--- src/rtl/ps2_kbd_rx.sv ---
// PS/2 keyboard receiver: frames bytes, folds E0/F0 prefixes into key events and queues them.
// Define PS2_KBD_RX_ERRCNT_EN to add the saturating err_count output.
module ps2_kbd_rx #(
  parameter int FIFO_BITS = 3,
  parameter int TIMEOUT   = 20000
) (
  input  logic       clk_sys,
  input  logic       reset,
  input  logic       ps2_kbd_clk,
  input  logic       ps2_kbd_data,
  output logic       key_valid,
  output logic [7:0] key_code,
  output logic       key_ext,
  output logic       key_release,
  input  logic       key_ack,
  output logic       parity_err,
  output logic       frame_timeout,
  output logic       overflow
`ifdef PS2_KBD_RX_ERRCNT_EN
  ,
  output logic [7:0] err_count
`endif
);
  localparam int DEPTH = 1 << FIFO_BITS;
  localparam int TMO_W = $clog2(TIMEOUT + 1);
  localparam logic [TMO_W-1:0] TMO_LAST = TMO_W'(TIMEOUT - 1);
  localparam logic [TMO_W-1:0] TMO_ONE  = TMO_W'(1);
  localparam logic [FIFO_BITS:0] PTR_ONE = (FIFO_BITS + 1)'(1);

  typedef enum logic [1:0] {IDLE, DATA, PARITY, STOP} state_t;

  // Stage p0/p1: two-flop synchronizers; p2 holds the previous synced clock
  logic clk_sync_p0, clk_sync_p1, clk_prev_p2;
  logic data_sync_p0, data_sync_p1;
  logic fall, din;

  always_ff @(posedge clk_sys) begin
    if (reset) begin
      clk_sync_p0  <= 1'b1;
      clk_sync_p1  <= 1'b1;
      clk_prev_p2  <= 1'b1;
      data_sync_p0 <= 1'b1;
      data_sync_p1 <= 1'b1;
    end else begin
      clk_sync_p0  <= ps2_kbd_clk;
      clk_sync_p1  <= clk_sync_p0;
      clk_prev_p2  <= clk_sync_p1;
      data_sync_p0 <= ps2_kbd_data;
      data_sync_p1 <= data_sync_p0;
    end
  end

  assign fall = clk_prev_p2 & ~clk_sync_p1;
  assign din  = data_sync_p1;

  // Frame FSM
  state_t           state, state_nxt;
  logic [2:0]       bit_cnt;
  logic [7:0]       shift;
  logic             par_bit;
  logic [TMO_W-1:0] tmo_cnt;
  logic             tmo_hit;
  logic             err_set, tmo_set, strobe_set, shift_en, par_en;

  // No edge arrives in the cycle the timeout fires, so the two never collide
  assign tmo_hit = (state != IDLE) && !fall && (tmo_cnt == TMO_LAST);

  always_ff @(posedge clk_sys) begin
    if (reset) state <= IDLE;
    else       state <= state_nxt;
  end

  always_comb begin
    state_nxt = state;
    if (tmo_hit) begin
      state_nxt = IDLE;
    end else if (fall) begin
      case (state)
        IDLE:    if (!din) state_nxt = DATA;
        DATA:    if (bit_cnt == 3'd7) state_nxt = PARITY;
        PARITY:  state_nxt = STOP;
        STOP:    state_nxt = IDLE;
        default: state_nxt = IDLE;
      endcase
    end
  end

  always_comb begin
    err_set    = 1'b0;
    tmo_set    = tmo_hit;
    strobe_set = 1'b0;
    shift_en   = 1'b0;
    par_en     = 1'b0;
    if (fall) begin
      case (state)
        IDLE:    err_set = din;
        DATA:    shift_en = 1'b1;
        PARITY:  par_en = 1'b1;
        STOP: begin
          if (din && (^{shift, par_bit})) strobe_set = 1'b1;
          else                            err_set    = 1'b1;
        end
        default: ;
      endcase
    end
  end

  always_ff @(posedge clk_sys) begin
    if (reset) begin
      bit_cnt <= 3'd0;
      tmo_cnt <= '0;
    end else begin
      if (state == IDLE)  bit_cnt <= 3'd0;
      else if (shift_en)  bit_cnt <= bit_cnt + 3'd1;
      if (state == IDLE || fall) tmo_cnt <= '0;
      else                       tmo_cnt <= tmo_cnt + TMO_ONE;
    end
  end

  always_ff @(posedge clk_sys) begin
    if (shift_en) shift   <= {din, shift[7:1]};
    if (par_en)   par_bit <= din;
  end

  // Stage p1: registered byte strobe and error pulses
  logic       vld_p1;
  logic [7:0] byte_p1;

  always_ff @(posedge clk_sys) begin
    if (reset) begin
      vld_p1        <= 1'b0;
      parity_err    <= 1'b0;
      frame_timeout <= 1'b0;
    end else begin
      vld_p1        <= strobe_set;
      parity_err    <= err_set;
      frame_timeout <= tmo_set;
    end
  end

  always_ff @(posedge clk_sys) begin
    if (strobe_set) byte_p1 <= shift;
  end

  // Prefix decoder feeding the event FIFO
  logic       ext_flag, rel_flag;
  logic       is_e0, is_f0, push;
  logic [9:0] push_entry;

  assign is_e0      = (byte_p1 == 8'hE0);
  assign is_f0      = (byte_p1 == 8'hF0);
  assign push       = vld_p1 && !is_e0 && !is_f0;
  assign push_entry = {rel_flag, ext_flag, byte_p1};

  always_ff @(posedge clk_sys) begin
    if (reset) begin
      ext_flag <= 1'b0;
      rel_flag <= 1'b0;
    end else if (vld_p1) begin
      if (is_e0) begin
        ext_flag <= 1'b1;
      end else if (is_f0) begin
        rel_flag <= 1'b1;
      end else begin
        ext_flag <= 1'b0;
        rel_flag <= 1'b0;
      end
    end
  end

  logic [9:0]         mem [DEPTH];
  logic [FIFO_BITS:0] wr_ptr, rd_ptr, rd_ptr_nxt;
  logic               pop, full, accept, head_vld_nxt;

  // key_valid only rises with an entry present, so an ack against it always pops a real one
  assign pop          = key_ack & key_valid;
  assign full         = (wr_ptr[FIFO_BITS] != rd_ptr[FIFO_BITS]) &&
                        (wr_ptr[FIFO_BITS-1:0] == rd_ptr[FIFO_BITS-1:0]);
  assign accept       = push && (!full || pop);
  assign rd_ptr_nxt   = pop ? rd_ptr + PTR_ONE : rd_ptr;
  assign head_vld_nxt = (wr_ptr != rd_ptr_nxt);

  always_ff @(posedge clk_sys) begin
    if (accept) mem[wr_ptr[FIFO_BITS-1:0]] <= push_entry;
  end

  always_ff @(posedge clk_sys) begin
    if (reset) begin
      wr_ptr      <= '0;
      rd_ptr      <= '0;
      overflow    <= 1'b0;
      key_valid   <= 1'b0;
      key_code    <= 8'd0;
      key_ext     <= 1'b0;
      key_release <= 1'b0;
    end else begin
      if (accept) wr_ptr <= wr_ptr + PTR_ONE;
      rd_ptr    <= rd_ptr_nxt;
      key_valid <= head_vld_nxt;
      if (push && !accept) overflow <= 1'b1;
      if (head_vld_nxt) begin
        {key_release, key_ext, key_code} <= mem[rd_ptr_nxt[FIFO_BITS-1:0]];
      end
    end
  end

`ifdef PS2_KBD_RX_ERRCNT_EN
  function automatic logic [7:0] sat_inc(input logic [7:0] v);
    return (v == 8'hFF) ? v : v + 8'd1;
  endfunction

  always_ff @(posedge clk_sys) begin
    if (reset)                            err_count <= 8'd0;
    else if (parity_err || frame_timeout) err_count <= sat_inc(err_count);
  end
`endif

endmodule

--- config.mk ---
export PLATFORM = sky130hd
export DESIGN_NAME = ps2_kbd_rx
export DESIGN_NICKNAME = d
export VERILOG_FILES = /design/src/rtl/ps2_kbd_rx.sv
export SDC_FILE = /design/constraint.sdc
export NUM_CORES = 1
export LEC_CHECK = 0
export BUFFER_PORTS_ARGS = -buffer_cell sky130_fd_sc_hd__buf_4
export CAP_MARGIN = 10
export CORE_MARGIN = 2
export CORE_UTILIZATION = 40
export DETAILED_ROUTE_END_ITERATION = 12
export PLACE_DENSITY_LB_ADDON = 0.05
export RECOVER_POWER = 100
export SYNTH_ARGS = -nofsm -noshare
export SYNTH_HDL_FRONTEND = slang
export SYNTH_SLANG_ARGS = --single-unit
--- constraint.sdc ---
create_clock -name clk_sys -period 5.45 [get_ports clk_sys]
set_input_delay 1.09 -clock clk_sys [delete_from_list [all_inputs] [get_ports clk_sys]]
set_output_delay 1.09 -clock clk_sys [all_outputs]
set_load 0.02 [all_outputs]
==> results.md, run 1 <==
- Setup violations remaining at the end of the flow were counted as 0.
- The met1 routed wirelength after detailed routing is 7470 um.
- Entering global routing, the biggest net connects 67 pins.
- Of the available clock period, the critical path in the final layout requires 0.727.
- Clock skew on the completed layout was measured at 0.00632 ns.
- Synthesis inferred 147 register bits.
- Data on the critical path arrives at its endpoint at about 4.3 ns.
- The starting density of the core is 0.409.
- Following the worst setup path forward leads to its endpoint at key_code[0].
- The startpoint of the worst register-to-register path is key_valid.
- The first detailed-routing pass ran for 5 iterations.
- The number of H-tree levels is 4.
- The arithmetic-cell share of the synthesized area counting full adders, half adders and majority gates is 0.0184.
- In this run the clock root is driven by a sky130_fd_sc_hd__clkbuf_16.
- For this design, the CTS-stage hold fixing added 0 buffers.
- The synthesized area per cell is 11.3 um2.
- The largest single stage delay on the critical path is 0.62 ns.
- The launch point of the critical path is key_ack.
- The die covers 18100 um2.
- For this run, design rule violations remaining after detail routing come to 0.
- The routed design uses between 500 and 600 um of met3 wire.
- Static timing analysis puts the maximum clock frequency at 252 MHz.
- The type of the worst min-delay path is flop to flop.
- The hold violation total from the final report is 0.
- The run finished, with violations left.
- The area of the core region is 16600 um2.
- The count of input and output buffers is 18.
- The clock net in this run drives a total of approximately 150 sinks.
- The commonest cells after synthesis are 97 x sky130_fd_sc_hd__edfxtp_1, 66 x sky130_fd_sc_hd__nor2_1, 55 x sky130_fd_sc_hd__nor3_1.
- The final weighted congestion of routability-driven global placement is 0.761.
- The tool flagged a number of max-cap violations equal to 2.
- The number of global-route vias before repair is 4524.
- The maximum fanout count along the critical path is 32.
- The checks that failed: max-capacitance violations, max-slew violations.
- Summed over all nets, the half-perimeter wirelength after detailed placement is around 9800 um.
- The synthesized netlist cell count is ~600.
- The initial antenna violation count is 1.
- After clock tree synthesis, the clock-pin slew on the worst setup and hold paths is ~0.060 ns.
- The wire length of the first global-routing pass is 25200 um.
- The share of synthesized area in the top cell type comes to 0.428.
- The type of the worst setup path is input pin to flop.
- Traced cell by cell, the critical path runs through clkbuf_1, and2_1, buf_4, nand2_1, xor2_1, clkbuf_1, o311ai_0, a311oi_2.
- For the pin with the worst max-slew slack, the measured transition is between 2 and 2.5 ns.
- The synthesized netlist occupies a cell area of 6810 um2.
- The number of pins exceeding their max-slew limit in the final report is 48.
- The total non-filler cell area in the finished layout is ~7600 um2.
- Setup total negative slack on the finished layout was measured at 0 ns.
- The leakage power of the design is 0.00258 uW.
- The power consumption is between 2000 and 2500 uW.
- The worst setup path is captured at a flop.
- The number of flops mapped to enable cells by yosys is 97.
- The number of warnings reported in the yosys synthesis log is 0.
- The number of vias per cell is 5.56.
- The critical-path cell with the highest stage delay is sky130_fd_sc_hd__xor2_1.
- In this run, distinct cell masters in the synthesized netlist total 53.
- Of the post-synthesis cell area, the part taken by muxes is 0.00588.
- TritonCTS built the clock tree.
- The area growth from synthesis to layout is 10.9%.
- The violation count after the first detailed-route iteration is 313.
- The synthesized-area fraction occupied by ao, oa, aoi and oai cells is 0.139.
- The clock latency reported for the late side of the worst-skew pair is 0.41 ns.
- From bottom edge to top edge, the die measures 134 um.
- The total nets after synthesis is 617.
- For the worst setup path, the data required time is ~5.8 ns.
- After detailed routing, the met2 layer carries approximately 7500 um of wire.
- The maximum clock insertion buffer count is 2.
- The mean routed wirelength per cell is 19.0 um.
- In the post-synthesis netlist, the biggest area contributors are sky130_fd_sc_hd__edfxtp_1 43%, sky130_fd_sc_hd__dfxtp_1 15%, sky130_fd_sc_hd__nor3_1 4.0%, sky130_fd_sc_hd__nor2_1 3.6%, sky130_fd_sc_hd__nand2b_1 2.1%.
- The setup slack on the worst flop-to-flop path is 2.01 ns.
- Buffers added to address setup during post-CTS repair amount to 0.
- The number of placement rows is between 40 and 50.
- In this run the tightest slew margin relative to its limit is -0.406.
- The cell type with the highest aggregate area in the netlist is sky130_fd_sc_hd__edfxtp_1.
- For this run, the register share of the synthesized area comes to 0.575.
- The final antenna diode count is 0.
- The number of cells on the worst reg-to-reg path is 7.
- The most frequently used cell type in the post-synthesis netlist is sky130_fd_sc_hd__edfxtp_1.
- The cell area after placement is 7080 um2.
- Setup repair after global routing left no endpoint under its margin.
- The end of the worst register-to-register path is key_code[0].
- The highest routed metal layer is met5.
- The most common cell type on the critical path is sky130_fd_sc_hd__clkbuf_1.
- VDD sags by at most around 0.00025 V.
- In the global route stage, overall resource usage came out at 0.184.
- In the synthesized netlist the dominant register cell turns out to be sky130_fd_sc_hd__edfxtp_1.
- Of the total synthesized cell area, the portion taken by AND, OR, NAND and NOR gates is 0.177.
- The minimum clock period after layout is approximately 4.0 ns.
- The die is 134 um wide.
- Summed over all layers, the global routing overflow is 0.
- The fraction of layout cells with a size suffix above 1 is 0.0911.
- Across all layers, the routed design uses 4646 vias.
- The xor and xnor area share after synthesis is 0.0393.
- The number of CTS-inserted buffers is 17.
- The largest family of logic cells by synthesized area is simple AND/OR/NAND/NOR gates.
- The async set-reset flop share out of synthesis is 0.
- The number of resized instances in the post-cts repair step is 0.
- In this run the count of I/O pins placed on the die edge is 19.
- The total wire length after detailed routing is 15900 um.
- The count of nets left with antenna violations once routing finished came out at 0.
- At the end of the flow, the number of nets in the layout was roughly 620.
- STA classifies the critical path startpoint as an input pin.
- The power density of the placed cells is 307 nW/um2.
-- power breakdown --
group	internal, uW	leakage, uW	switching, uW
sequential	1180	0.00128	1.14
combinational	3.85	0.00103	10.5
clock	691	0.000274	437
-- worst max-delay path: cells and delay by family --
family                 cells  cell delay (ns)
XOR/XNOR                   1             0.62
buffers and inverters      3             1.51
AND/OR/NAND/NOR            2             0.38
AO/OA/AOI/OAI              2             0.64
-- cell usage in the layout (no fill, tap or decap), types with 4 or more instances in the layout --
cell	n
sky130_fd_sc_hd__ha_1	9
sky130_fd_sc_hd__o21bai_1	9
sky130_fd_sc_hd__a21oi_1	26
sky130_fd_sc_hd__a221o_1	9
sky130_fd_sc_hd__nand2_1	13
sky130_fd_sc_hd__and3_1	10
sky130_fd_sc_hd__or3_1	6
sky130_fd_sc_hd__a311oi_2	9
sky130_fd_sc_hd__or4_1	10
sky130_fd_sc_hd__xnor2_1	12
sky130_fd_sc_hd__o22a_1	9
sky130_fd_sc_hd__nand3_1	11
sky130_fd_sc_hd__nor3_1	55
sky130_fd_sc_hd__o311ai_0	9
sky130_fd_sc_hd__o2111a_1	10
sky130_fd_sc_hd__or2_2	5
sky130_fd_sc_hd__buf_4	7
sky130_fd_sc_hd__o21ai_0	14
sky130_fd_sc_hd__xor2_1	16
sky130_fd_sc_hd__inv_1	15
sky130_fd_sc_hd__nand2b_1	23
sky130_fd_sc_hd__nor2b_1	13
sky130_fd_sc_hd__mux2i_1	4
sky130_fd_sc_hd__clkinv_2	4
sky130_fd_sc_hd__clkbuf_1	24
sky130_fd_sc_hd__a31oi_1	11
sky130_fd_sc_hd__clkbuf_16	17
sky130_fd_sc_hd__edfxtp_1	97
sky130_fd_sc_hd__dfxtp_1	49
sky130_fd_sc_hd__nor2_1	65
-- through the flow --
stage,cells,worst slack (ns),hold slack [ns],util
detailed placement,803,1.98,0.398,0.426
finish,835,1.49,0.412,0.454
global placement,803,1.98,0.399,0.425
global route,835,1.31,0.417,0.454
CTS,835,2.37,0.415,0.460
floorplan,602,2.17,0.389,-
-- kinds of logic after synthesis --
logic type	after synthesis
muxes	4
and+or+nand+nor	231
xor gates and xnor gates	29
adders and majority gates	10
AOI/OAI and AO/OA	118
DFF	147
buffers and inverters	63
-- sequential cells by signal (all words and copies together) (netlist names), 2 cells and up --
signal    count
shift         8
rd_ptr        4
mem          80
key_code      8
wr_ptr        4
bit_cnt       3
state         2
tmo_cnt      15
byte_p1       8
-- how the worst min path moves through the flow --
stage / start / end / slack (ns) / cells past startpoint
2_1_floorplan: clk_sync_p0 / clk_sync_p1 / 0.39 / 1
3_3_place_gp: data_sync_p0 / data_sync_p1 / 0.40 / 1
3_5_place_dp: clk_sync_p0 / clk_sync_p1 / 0.40 / 1
4_1_cts: clk_sync_p0 / clk_sync_p1 / 0.41 / 1
5_1_grt: clk_sync_p0 / clk_sync_p1 / 0.42 / 1
6_report: clk_sync_p0 / clk_sync_p1 / 0.41 / 1
-- routing by layer --
| metal | up-vias | GRT usage |
|---|---|---|
| met5 | - | 0 |
| met1 | 2278 | 0.246 |
| met3 | 26 | 0.0334 |
| li1 | 2243 | - |
| met2 | 97 | 0.303 |
| met4 | 2 | 0.0649 |
-- cell type report --
class	count	area, um2
fill	1559	9090
sequential	147	3920
multi-input combinational	392	2600
clock buffer	21	460
tap	220	275
timing repair buffer	29	135
clock inverter	11	110
inverter	15	56.3
No activity file was read; power rests on OpenSTA's default activity.
==> run 2, diff against run 1 <==
- clock period: 5.45 -> 3.5 ns (I/O delays scaled with it)
==> run 2 against run 1 <==
The flow still finishes with violations (max-capacitance violations, max-slew violations). Die area is the same. Sequential share of layout area stayed put. Non-clock buffer count up 9. Largest power group unchanged.
==> results.md, run 2 (synthesis results as in run 1) <==
- Detailed placement finished with a half-perimeter wire length of about 10000 um.
- The most frequent standard cell in the layout excluding fill and tap cells is sky130_fd_sc_hd__edfxtp_1.
- Across the VDD grid, the largest voltage drop is approximately 0.00034 V.
- For this run, the top clock speed supported by timing is 357 MHz.
- Setup violations remaining at the end of the flow were counted as 0.
- The number of CTS-inserted buffers is 17.
- The number of H-tree levels is 4.
- The I/O pin count is 19.
- Along the worst path, the maximum fanout reaches 44.
- The final total negative setup slack is 0 ns.
- STA classifies the critical path endpoint as a flop.
- The share of total power dissipated in sequential elements is 0.515.
- The internal portion of the total power is 2860 uW.
- The final antenna diode count is 0.
- The clock tree from TritonCTS is yes.
- The total wire length after detailed routing is 15600 um.
- The tree is rooted in a sky130_fd_sc_hd__clkbuf_16.
- The global-route congestion overflow total is 0.
- Setup repair after global routing left no endpoint under its margin.
- The pin count of the biggest net entering global routing is 59.
- The slew at the pin closest to its max-slew limit is 1.94 ns.
- Headroom to the max-slew limit came out at -0.291.
- The routed via count is 4615.
- Buffers inserted to repair hold after CTS numbered 0.
- No sink is reached through more buffers than the 2 on the longest clock path.
- The number of global-route vias before repair is 4526.
- The clock drives 147 sinks.
- The worst hold path belongs to the class flop to flop.
- The mean routed wirelength per cell is around 18 um.
- The count of input and output buffers is 18.
- The number of gates resized after CTS was 0.
- Total power for the finished layout comes to 3560 uW.
- The count of nets after finishing is 626.
- The clock skew is 0.00880 ns.
- The count of antenna-violating nets left after detailed routing is 0.
- The number of flip-flops under the largest register name is 80.
- The floorplan die width is between 100 and 150 um.
- Data on the critical path arrives at its endpoint at 2.85 ns.
- Dividing total power by cell area gives a power density of 471 nW/um2.
- The minimum clock period after layout is 2.80 ns.
- The number of pins exceeding their max-slew limit in the final report came to 37.
- The clock transition at the registers of the reported paths is 0.05 ns.
- For this design the static power due to leakage is 0.00264 uW.
- The first global-routing pass estimated 24600 um of wire.
- The fraction of layout cells with a size suffix above 1 is 0.0962.
- At the end of routability-driven placement, the weighted congestion stood at 0.772.
- The top cell types in the final layout, fill and taps aside, are 97 x sky130_fd_sc_hd__edfxtp_1, 66 x sky130_fd_sc_hd__nor2_1, 55 x sky130_fd_sc_hd__nor3_1.
- The critical path data required time is between 3 and 4 ns.
- The flow ran to the end, but the final reports show violations.
- The number of iterations in the first detailed-routing pass is 4.
- Across every metal layer, demand over resource in global routing totals 0.179.
- In the routed layout, each cell is associated on average with a via count of between 5 and 6.
- The die area is 18100 um2.
- The violation count after the first detailed-route iteration is between 200 and 250.
- The share of total power dissipated in the clock network is 0.479.
- The final reports fail on max-capacitance violations, max-slew violations.
- The number of maximum-capacitance violations is 1.
- The switching share of power is 0.196.
- The combinational share of power is 0.006.
- The initial utilization of the core area, before any placement, comes to 0.409.
- The critical path in this run is classified as flop to flop.
- In this run the power spent charging and discharging nets is ~700 uW.
- The portion of the clock cycle consumed by the worst path in the final layout is 0.800.
- The initial antenna violation count came to 0.
- For this run, design rule violations remaining after detail routing come to 0.
- The number of placement rows is 47.
- In this run the standard cell core region covers 16600 um2.
- The worst setup path is launched from a flop.
- The hold violation total from the final report is 0.
- Compared with the post-synthesis result, the final layout area differs by 10.9%.
- In this run the register-to-register setup slack is between 0.6 and 0.7 ns.
- The height of the die is 134 um.
- At the later pin of the worst-skew pair, clock insertion delay measures between 0.4 and 0.5 ns.
- The number of buffers inserted to repair setup after CTS is 0.
-- run 2: cell types whose count changed in the layout (fill, tap and decap cells not counted), moves of 6 or more --
cell                       previous run  this run
sky130_fd_sc_hd__a311oi_1             1         9
sky130_fd_sc_hd__a311oi_2             9         1
sky130_fd_sc_hd__buf_4                7        20
sky130_fd_sc_hd__clkbuf_1            24        18
sky130_fd_sc_hd__o311ai_0             9         0
sky130_fd_sc_hd__o311ai_1             1        10
-- run 2: routing by layer --
| layer | track usage | vias to the layer above | share of wire |
|---|---|---|---|
| met5 | 0 | - | 0 |
| met4 | 0.0608 | 0 | 0.013 |
| met3 | 0.0402 | 13 | 0.025 |
| met2 | 0.303 | 63 | 0.49 |
| met1 | 0.228 | 2287 | 0.47 |
| li1 | - | 2252 | - |
-- run 2: final timing paths --
path / from / to / cells after the start
worst max-delay path: rd_ptr[1] / mem[2][3] / 6
worst min-delay path: data_sync_p0 / data_sync_p1 / 1
worst max register to register: rd_ptr[1] / mem[2][3] / 6
worst min register to register: data_sync_p0 / data_sync_p1 / 1
-- run 2: worst max-delay path, stage by stage, from the launching register on --
cell and delay [ns]:
sky130_fd_sc_hd__dfxtp_1 0.34, sky130_fd_sc_hd__clkbuf_2 0.75, sky130_fd_sc_hd__xnor2_1 0.13, sky130_fd_sc_hd__nand3_1 0.19
sky130_fd_sc_hd__o211ai_1 0.24, sky130_fd_sc_hd__nor3_1 0.19, sky130_fd_sc_hd__clkbuf_1 0.58
-- run 2: area by class of cell --
class / count / area, um2
Clock buffer: 21 / 470
Sequential cell: 147 / 3920
Tap cell: 220 / 275
Timing Repair Buffer: 38 / 219
Fill cell: 1574 / 9090
Multi-Input combinational cell: 392 / 2530
Inverter: 15 / 56.3
Clock inverter: 11 / 85.1
-- run 2: through the flow --
step | hold slack, ns | setup WS (ns) | utilization | cells | cell area (um2)
finish | 0.410 | 0.699 | 0.454 | 844 | 7550
floorplan | 0.389 | 0.613 | - | 602 | 6810
detailed placement | 0.401 | 0.649 | 0.429 | 812 | 7140
global route | 0.418 | 0.446 | 0.454 | 844 | 7550
CTS | 0.415 | 0.899 | 0.462 | 844 | 7690
global placement | 0.396 | 0.668 | 0.429 | 812 | 7140
-- run 2: power groups by stage --
stage	combinational (uW)	clock, uW	sequential [uW]
5_1_grt	23.8	1810	1830
2_1_floorplan	14.1	0	1870
3_5_place_dp	23.1	0	1870
6_report	21.7	1700	1830
3_3_place_gp	22.7	0	1870
4_1_cts	23.2	1740	1830
==> run 3, diff against run 2 <==
- clock period: 3.5 -> 2.5 ns (I/O delays scaled with it)
==> run 3 against run 2 <==
The flow still finishes with violations (max-capacitance violations, max-slew violations). Via count increased by 1.6%. Fmax grew 22%. Sequential share of layout area down 1.6 points. Critical path depth up 1. Count of clock-buffer cells in the layout is 4 lower. Largest power group is now clock. Die area did not move. Final cell count is 2.0% higher. Clock power increased by 62%. Highest routed layer unchanged.
==> results.md, run 3 (synthesis results as in run 1) <==
- The maximum cell stage delay along the critical path is 0.42 ns.
- The checks that failed: max-capacitance violations, max-slew violations.
- The maximum clock insertion buffer count is 2.
- The share of total power dissipated in the clock network is 0.515.
- The fraction of layout cells with a size suffix above 1 is 0.122.
- The final total negative setup slack is 0 ns.
- The floorplan step defined a core boundary enclosing 16600 um2.
- The pin count of the biggest net entering global routing is 86.
- After detailed routing, the total wire length is 16000 um.
- The repair_antennas step left the layout with diodes totalling 0.
- The mean routed wirelength per cell is between 15 and 20 um.
- The combinational share of power is 0.006.
- STA puts the critical path data required time at 2.81 ns.
- The violation count after the first detailed-route iteration is 327.
- Clock latency on the worst-skew pair, taken at its later pin, is 0.42 ns.
- Traced cell by cell, the critical path runs through ha_1, buf_4, o2111a_1, a31oi_1, o21bai_1, a221o_1, a311oi_2.
- For the pin with the worst max-slew slack, the measured transition is 1.80 ns.
- In this run the power spent charging and discharging nets is 1020 uW.
- Of the total power, the share spent switching nets is 0.190.
- The number of CTS-inserted buffers is 17.
- The root buffer selected by CTS is sky130_fd_sc_hd__clkbuf_16.
- The count of antenna-violating nets left after detailed routing is 0.
- The worst hold path belongs to the class input pin to flop.
- The final weighted congestion of routability-driven global placement is 0.836.
- The height of the die is 134 um.
- STA classifies the critical path startpoint as a flop.
- The I/O pin count is 19.
- The critical path in this run is classified as flop to flop.
- The setup slack on the worst flop-to-flop path is 0.20 ns.
- The area used by multi-input combinational logic is 2570 um2.
- The count of nets after finishing is roughly 640.
- From synthesis to final layout, the design area changed by 14.6%.
- The most frequent standard cell in the layout excluding fill and tap cells is sky130_fd_sc_hd__edfxtp_1.
- The first TritonRoute pass finished after 4 iterations.
- The leakage power of the design is 0.00275 uW.
- Dividing the final minimum period by the clock period gives 0.920.
- The die covers 18100 um2.
- After clock tree synthesis, the setup repair step added 0 buffers.
- TritonCTS built the clock tree.
- The hold violation total from the final report is 0.
- The post-cts hold buffer count is 0.
- The clock skew is 0.00587 ns.
- Summing all placed instances gives a cell area of 7300 um2.
- The worst supply voltage drop on vdd is about 0.00045 V.
- The initial antenna violation count is 0.
- The fmax is 435 MHz.
- The capturing element type of the critical path is a flop.
- The final number of setup-violating endpoints is 0.
- The number of placement rows is 47.
- In this run the worst path has a maximum fanout of 22.
- The H-tree was split into 4 levels.
- The clock transition at the registers of the reported paths is 0.06 ns.
- The number of flip-flops under the largest register name is 80.
- The number of vias per cell is 5.44.
- The final route contains 4687 vias.
- In the routed design, unresolved DRC markers number 0.
- The share of total power dissipated in sequential elements is 0.480.
- The flow ran to the end, but the final reports show violations.
- The wire length of the first global-routing pass is about 26000 um.
- The wire-length estimate of the detail-placed layout is 10500 um.
- The die is between 100 and 150 um wide.
- The internal portion of the total power is 4330 uW.
- Leaving out fill and tap cells, the most frequent cells in the layout are 97 x sky130_fd_sc_hd__edfxtp_1, 66 x sky130_fd_sc_hd__nor2_1, 55 x sky130_fd_sc_hd__nor3_1.
- The number of global-route vias before repair is 4876.
- The utilization after layout is 0.469.
- The total non-filler cell area in the finished layout is 7800 um2.
- The number of pins exceeding their max-slew limit in the final report came to 37.
- For this design, the slowest cell found on the critical path is sky130_fd_sc_hd__a221o_1.
- Setup repair after global routing left no endpoint under its margin.
- For this run, the total global-route usage over all layers was measured as 0.188.
- Max-cap violations in this run came to 1.
- Summing all flip-flop and latch instances after layout gives 3920 um2.
- Clock tree synthesis found a total of 147 sinks.
- The number of resized instances in the post-cts repair step is 0.
- Headroom to the max-slew limit came out at -0.200.
- The minimum clock period after layout is ~2.3 ns.
- Together, buffers and inverters on the worst path number 1.
- For this configuration, the core starts out at a cell density of 0.409.
- The family of cells with the greatest summed delay on the critical path is compound AO/OA/AOI/OAI gates.
- The power consumption is 5350 uW.
- Power spread over the standard cell area amounts to 686 nW/um2.
- The global-route congestion overflow total is 0.
- The filler cell count in the final layout is roughly 1500.
- Input and output buffers added on the ports amount to 18.
- For the worst setup path, the data arrival time is 2.61 ns.
[run 3: cell count changes in the layout (fill, tap and decap cells not counted), sizes merged]
cell,before,now
clkbuf,39,47
clkinvlp,2,4
bufinv,1,5
buf,20,25
inv,15,16
clkinv,8,5
[run 3: layout make-up]
type                    count  share of cell area
flip-flops and latches    147               0.502
multi-input cells         392               0.330
clock buffers              17              0.0545
repair buffers             55              0.0441
well taps                 220              0.0353
clock inverters            15              0.0273
inverters                  15             0.00722
[run 3: power groups by stage]
stage	combinational, uW	sequential, uW	clock, uW
global route	33.0	2560	2910
finish	29.6	2570	2750
detailed placement	31.4	2620	0
global placement	31.0	2620	0
CTS	31.5	2570	2800
floorplan	19.8	2620	0
[run 3: path summary, 6_finish.rpt]
path                                   start           end  cells after the start
worst min register to register   clk_sync_p0   clk_sync_p1                      1
worst min-delay path            ps2_kbd_data  data_sync_p0                      2
worst max-delay path               rd_ptr[0]   key_code[4]                      7
worst max register to register     rd_ptr[0]   key_code[4]                      7
[run 3: worst register-to-register path, delay by kind of cell, from the launching register on]
kind / cells / cell delay, ns
AO/OA/AOI/OAI: 5 / 1.15
adder cells (fa/ha/maj): 1 / 0.40
flip-flops: 1 / 0.33
buffers and inverters: 1 / 0.32
[run 3: layer usage]
metal  wire [um]  global-route usage  vias to the layer above
met5           0                   0                        -
met2        7780               0.309                       83
met1        7430               0.248                     2305
met4         140              0.0696                        0
li1            -                   -                     2289
met3         619              0.0360                       10
[run 3: through the flow]
stage	setup slack (ns)	std cells	hold WS [ns]
6_report	0.200	861	0.266
5_1_grt	0.0623	861	0.248
4_1_cts	0.230	861	0.249
3_5_place_dp	0.244	829	0.398
3_3_place_gp	0.284	829	0.401
2_1_floorplan	0.145	602	0.389
